File: config.mk
export PLATFORM = sky130hd
export DESIGN_NAME = case8_arbiter
export DESIGN_NICKNAME = d
export VERILOG_FILES = /design/src/rtl/case8_arb_pkg.sv /design/src/rtl/case8_core.sv /design/src/rtl/case8_arbiter.sv
export SDC_FILE = /design/constraint.sdc
export NUM_CORES = 1
export LEC_CHECK = 0
export ABC_AREA = 1
export BUFFER_PORTS_ARGS = -buffer_cell sky130_fd_sc_hd__buf_4
export CORE_ASPECT_RATIO = 0.5
export CORE_MARGIN = 4
export CORE_UTILIZATION = 54
export CTS_BUF_LIST = sky130_fd_sc_hd__clkbuf_8
export CTS_CLUSTER_DIAMETER = 80
export DETAILED_ROUTE_END_ITERATION = 12
export GPL_TIMING_DRIVEN = 0
export PLACE_DENSITY = 0.89
export SLEW_MARGIN = 20
export SYNTH_ARGS = -nofsm -noshare
export SYNTH_HDL_FRONTEND = slang
export SYNTH_HIERARCHICAL = 1
export SYNTH_SLANG_ARGS = --single-unit
File: constraint.sdc
create_clock -name clk -period 4.1 [get_ports clk]
set_input_delay 0 -clock clk [delete_from_list [all_inputs] [get_ports clk]]
set_output_delay 0 -clock clk [all_outputs]
set_load 0.01 [all_outputs]
File: src/rtl/case8_arb_pkg.sv
// Shared constants, slot state type and round-robin helper for the case8 arbiter.
package case8_arb_pkg;

    localparam int IN_W  = 10;
    localparam int OUT_W = 5;

    // Input bit positions: a is the MSB, j is the LSB.
    localparam int A_BIT = 9;
    localparam int B_BIT = 8;
    localparam int C_BIT = 7;
    localparam int D_BIT = 6;
    localparam int E_BIT = 5;
    localparam int F_BIT = 4;
    localparam int G_BIT = 3;
    localparam int H_BIT = 2;
    localparam int I_BIT = 1;
    localparam int J_BIT = 0;

    localparam int Y1_BIT = 4;
    localparam int Y2_BIT = 3;
    localparam int Y3_BIT = 2;
    localparam int Y4_BIT = 1;
    localparam int Y5_BIT = 0;

    typedef enum logic {
        EMPTY = 1'b0,
        FULL  = 1'b1
    } slot_state_e;

    function automatic int unsigned next_rr(input int unsigned k, input int unsigned n);
        return (k + 1 >= n) ? 0 : k + 1;
    endfunction

endpackage

File: src/rtl/case8_core.sv
// Purely combinational case8 evaluator: 10 input bits (a..j) to 5 result bits (y1..y5).
module case8_core
    import case8_arb_pkg::*;
(
    input  logic [IN_W-1:0]  in_vec,
    output logic [OUT_W-1:0] out_vec
);

    logic p, q, r;
    logic y1, y2, y3, y4, y5;

    assign p  = (in_vec[A_BIT] | in_vec[B_BIT]) & in_vec[C_BIT] & in_vec[D_BIT];
    assign q  = in_vec[I_BIT] & in_vec[J_BIT];
    assign r  = in_vec[G_BIT] | in_vec[H_BIT] | (in_vec[E_BIT] ^ in_vec[F_BIT]);

    assign y1 = p & (r | q);
    assign y2 = (p & ~r) | (r & q);
    assign y5 = p | (r & q);
    assign y3 = y5 & ~y1;
    assign y4 = y5 & (r | q);

    always_comb begin
        out_vec         = '0;
        out_vec[Y1_BIT] = y1;
        out_vec[Y2_BIT] = y2;
        out_vec[Y3_BIT] = y3;
        out_vec[Y4_BIT] = y4;
        out_vec[Y5_BIT] = y5;
    end

endmodule

File: src/rtl/case8_arbiter.sv
// Round-robin sharing of one case8 core among NREQ requesters, with a one-entry output slot.
// Optional accept/y1 statistics counters are built when CASE8_STATS_EN is defined.
module case8_arbiter
    import case8_arb_pkg::*;
#(
    parameter  int NREQ = 4,
    localparam int IDW  = $clog2(NREQ)
) (
    input  logic                 clk,
    input  logic                 rst,
    input  logic [NREQ-1:0]      req_valid,
    input  logic [NREQ*IN_W-1:0] req_data,
    output logic [NREQ-1:0]      req_ready,
    output logic                 rsp_valid,
    output logic [OUT_W-1:0]     rsp_data,
    output logic [IDW-1:0]       rsp_id,
    input  logic                 rsp_ready
`ifdef CASE8_STATS_EN
    ,
    output logic [15:0]          stat_acc,
    output logic [15:0]          stat_y1
`endif
);

    slot_state_e      state, next_state;
    logic [IDW-1:0]   ptr;
    logic [IDW-1:0]   win_idx;
    logic             win_found;
    logic             slot_free;
    logic             accept;
    logic [IN_W-1:0]  core_in;
    logic [OUT_W-1:0] core_out;

    // Search starts at ptr and wraps; the first valid requester wins.
    always_comb begin
        // NOTE: every always_comb output gets a default first so no path leaves it unassigned (no latch).
        win_found = 1'b0;
        win_idx   = '0;
        for (int i = 0; i < NREQ; i++) begin
            int unsigned     cand;
            logic [IDW-1:0]  cand_idx;
            cand = 32'(ptr) + 32'(i);
            if (cand >= 32'(NREQ)) cand = cand - 32'(NREQ);
            cand_idx = IDW'(cand);
            if (!win_found && req_valid[cand_idx]) begin
                win_found = 1'b1;
                win_idx   = cand_idx;
            end
        end
    end

    assign slot_free = (state == EMPTY) | rsp_ready;
    assign accept    = win_found & slot_free & ~rst;
    assign req_ready = accept ? (NREQ'(1) << win_idx) : '0;
    assign rsp_valid = (state == FULL);
    assign core_in   = req_data[win_idx*IN_W +: IN_W];

    case8_core u_core (
        .in_vec  (core_in),
        .out_vec (core_out)
    );

    always_comb begin
        next_state = state;
        case (state)
            EMPTY:   if (accept) next_state = FULL;
            FULL:    if (accept) next_state = FULL;
                     else if (rsp_ready) next_state = EMPTY;
            default: next_state = EMPTY;
        endcase
    end

    always_ff @(posedge clk) begin
        // NOTE: sequential state uses non-blocking assignments so every flop samples pre-edge values.
        if (rst) begin
            state    <= EMPTY;
            rsp_data <= '0;
            rsp_id   <= '0;
            ptr      <= '0;
        end else begin
            state <= next_state;
            if (accept) begin
                rsp_data <= core_out;
                rsp_id   <= win_idx;
                ptr      <= IDW'(next_rr(32'(win_idx), 32'(NREQ)));
            end
        end
    end

`ifdef CASE8_STATS_EN
    always_ff @(posedge clk) begin
        if (rst) begin
            stat_acc <= '0;
            stat_y1  <= '0;
        end else if (accept) begin
            if (stat_acc != 16'hFFFF) stat_acc <= stat_acc + 16'd1;
            if (core_out[Y1_BIT] && stat_y1 != 16'hFFFF) stat_y1 <= stat_y1 + 16'd1;
        end
    end
`endif

endmodule

==> flow_summary.toml <==
[drt]
post_drt_wl_per_cell_um = 11.1
wirelength_um = 4130
route.met3.wl_um = 264
via_per_inst = 4.88
drc = 0
ant_nets = 0
wl_met2_um = 2100
dr.pass1.iters = 4
drt_iter0_markers = 127
num_vias = 1809
routed.top_layer = "met4"
drt-met1-wl_um = 1730

[finish]
regArea_um2 = 200
multi_input_area_um2 = 901
drive_above_1_share = 0.305
diodes = 0
fin_cells = 371
fillers = 207
fin_nets = 387
synthToLayoutAreaGrowth_pct = 36.0
postLayoutCoreUtil = 0.774

[power]
switching_power_mw = 0.926
power_switching_share = 0.532
power_frac_comb = 0.855
p_per_area_mw_per_mm2 = 864
pwr-share-clk = 0.058
leakage_nw = 1.28
power.total_mw = 1.74
seq_power_share = 0.087
vdd_drop_max_uv = 455
p_int_mw = 0.814

[setup_path]
path_class = "flip-flop to flip-flop"
critPathSlowestCell = "dfxtp_1"
cp.depth = 19
r2r_slack_ns = 1.73
crit_arrival_ns = 2.49
start_kind = "flip-flop"
max_stage_delay_ns = 0.42
crit_chain = "inv_2 -> nand2_2 -> nand2_2 -> nand2_1 -> inv_1 -> nor2_2 -> nand3_4 -> nand3_4 -> buf_6 -> nand2_1 -> nand3_1 -> nand2_1 -> nor2_2 -> nand4_1 -> nand2_1 -> nand2_1 -> buf_4 -> nand2_1 -> nand2_1"
critical-path-top-delay-family = "simple AND/OR/NAND/NOR gates"
cp-end-kind = "flip-flop"
critPathBufInv = 4
reg2reg_depth = 19
required_ns = 4.23
cp_common_cell = "nand2_1"
cp_max_fo = 11

[clocking]
clk_latency_ns = 0.23
cts_tree = "yes"
cts-root-buf = "clkbuf_8"
cts_num_sinks = 10
post_cts_resized = 0
postCtsSetupBuffers = 0
cts_buffer_depth = 2
cts.clk_slew.worst_paths_ns = 0.04
cts_made_buffers = 3
ctsHtreeMaxLevel = 1
holdBufCountCts = 1

[sta]
post-route-period-util = 0.577
drv_slew = 0
final.setup.worst_slack_ns = 1.73
hold_violations = 0
finalSetupViolCount = 0
clock_skew_ns = 0.000968
fin_crit_ns = 2.37
fmax_ghz = 0.423
tightest_slew_ns = 0.242
rsz0062_at_grt = "no"
slew_headroom = 0.838
final.setup.tns_ns = 0

[global_route]
antenna_found_initial = 0
globalRouteOverflowTotal = 0
grt.total_usage = 0.230
grt_pass1_vias = 1638
grt_pass1_wl_um = 6560
grt_max_degree = 12

[synth]
synthesis.area_mm2 = 0.00148
syn_area_per_cell_um2 = 5.44
synth_cells = 272
synth_top_area_frac = 0.213
yosys_warnings = 6
yosys.area.top_type = "nand2_1"
ys_seq_elements = 10
synth.distinct_cells = 23
yosys-top-cells-area = "nand2_1 (21%), inv_1 (16%), dfxtp_1 (14%), nand3_1 (12%), nand4_1 (8.9%)"
ys_seq_area_frac = 0.135
synth_fp_nets = 323

[place]
gp_congestion = 0.849
dp_slack_ns = 1.76
hpwl_um = 3270
dp.cells = 367
io_buffers = 58

[die]
core_area_mm2 = 0.00260
die_area_mm2 = 0.00369
die_h_um = 45.0
num_io_pins = 59
rows = 13
initial_utilization = 0.569
die_x_um = 82.0

[min_path]
min_path_type = "input port to flip-flop"
whs_path_depth = 4

[outcome]
status = "finished, final reports clean"

[job]
drv_cap = 0
-- tightest hold or removal path: stages --
cell and delay (ns):
buf_4 0.08, nor2_1 0.04, o21ai_0 0.15, inv_1 0.05
-- per-layer routing --
layer	GRT usage	vias up
met4	0.0530	0
met5	0	-
met3	0.0418	6
met1	0.259	790
li1	-	950
met2	0.454	63
-- layout make-up --
class                   instances  area share
plain buffers                  17      0.0634
clock buffers                   3      0.0205
inverters                      67       0.125
multi-input cells             178       0.447
flip-flops and latches         10      0.0994
well taps                      37      0.0230
repair buffers                 59       0.221
-- cell usage after synthesis, drive strengths merged --
master  number
nand2       94
inv         66
nand3       39
nand4       21
buf         17
nor2        13
dfxtp       10
o21ai        5
ha           4
a21oi        2
clkinv       1
-- power groups by stage --
stage,Sequential [mW],Combinational (mW),Clock [mW]
floorplan,0.159,1.16,0
global placement,0.151,1.42,0
detailed placement,0.152,1.47,0
CTS,0.151,1.48,0.102
global route,0.153,1.66,0.108
finish,0.151,1.49,0.100
-- stage by stage --
| stage | hold WS, ns | instance area [um^2] |
|---|---|---|
| global route | 0.197 | 2010 |
| detailed placement | 0.186 | 1960 |
| global placement | 0.182 | 1960 |
| finish | 0.128 | 2010 |
| floorplan | 0.0624 | 1480 |
| CTS | 0.134 | 2010 |
-- registers in the layout (all words and copies together), names as in the netlist --
register and count:
rsp_valid 1, rsp_id 2, rsp_data 5, ptr 2
-- cells by family (layout without fill, tap and decap cells) --
logic type	count (synthesis)	after routing	synth area share
AND/OR/NAND/NOR	167	167	0.546
buffers and inverters	84	146	0.256
flip-flops	10	10	0.135
AO/OA/AOI/OAI	7	7	0.0287
adder cells (fa/ha/maj)	4	4	0.0338
-- final timing paths --
| kind | startpoint | end |
|---|---|---|
| worst min-delay path | rsp_ready | rsp_valid |
| worst max register to register | ptr[1] | rsp_data[1] |
| worst max-delay path | ptr[1] | rsp_data[1] |
| worst min register to register | rsp_data[3] | rsp_data[3] |
-- cell usage in the layout, fill, tap and decap left out --
master          n
clkinv_1        1
a21oi_1         1
nand2_1        84
nand2_4         1
buf_4          65
clkbuf_8        3
inv_1          62
ha_1            4
nor2_4          1
nor2_2          3
nand3_1        35
nand2_2         9
a21oi_2         1
o21ai_1         1
nand3_2         2
dfxtp_1        10
nand4_1        21
nor2_1          9
nand3_4         2
o21ai_2         1
buf_2           6
dlygate4sd3_1   1
inv_2           4
o21ai_0         3
buf_6           4
(Power assumes the default switching activity.)
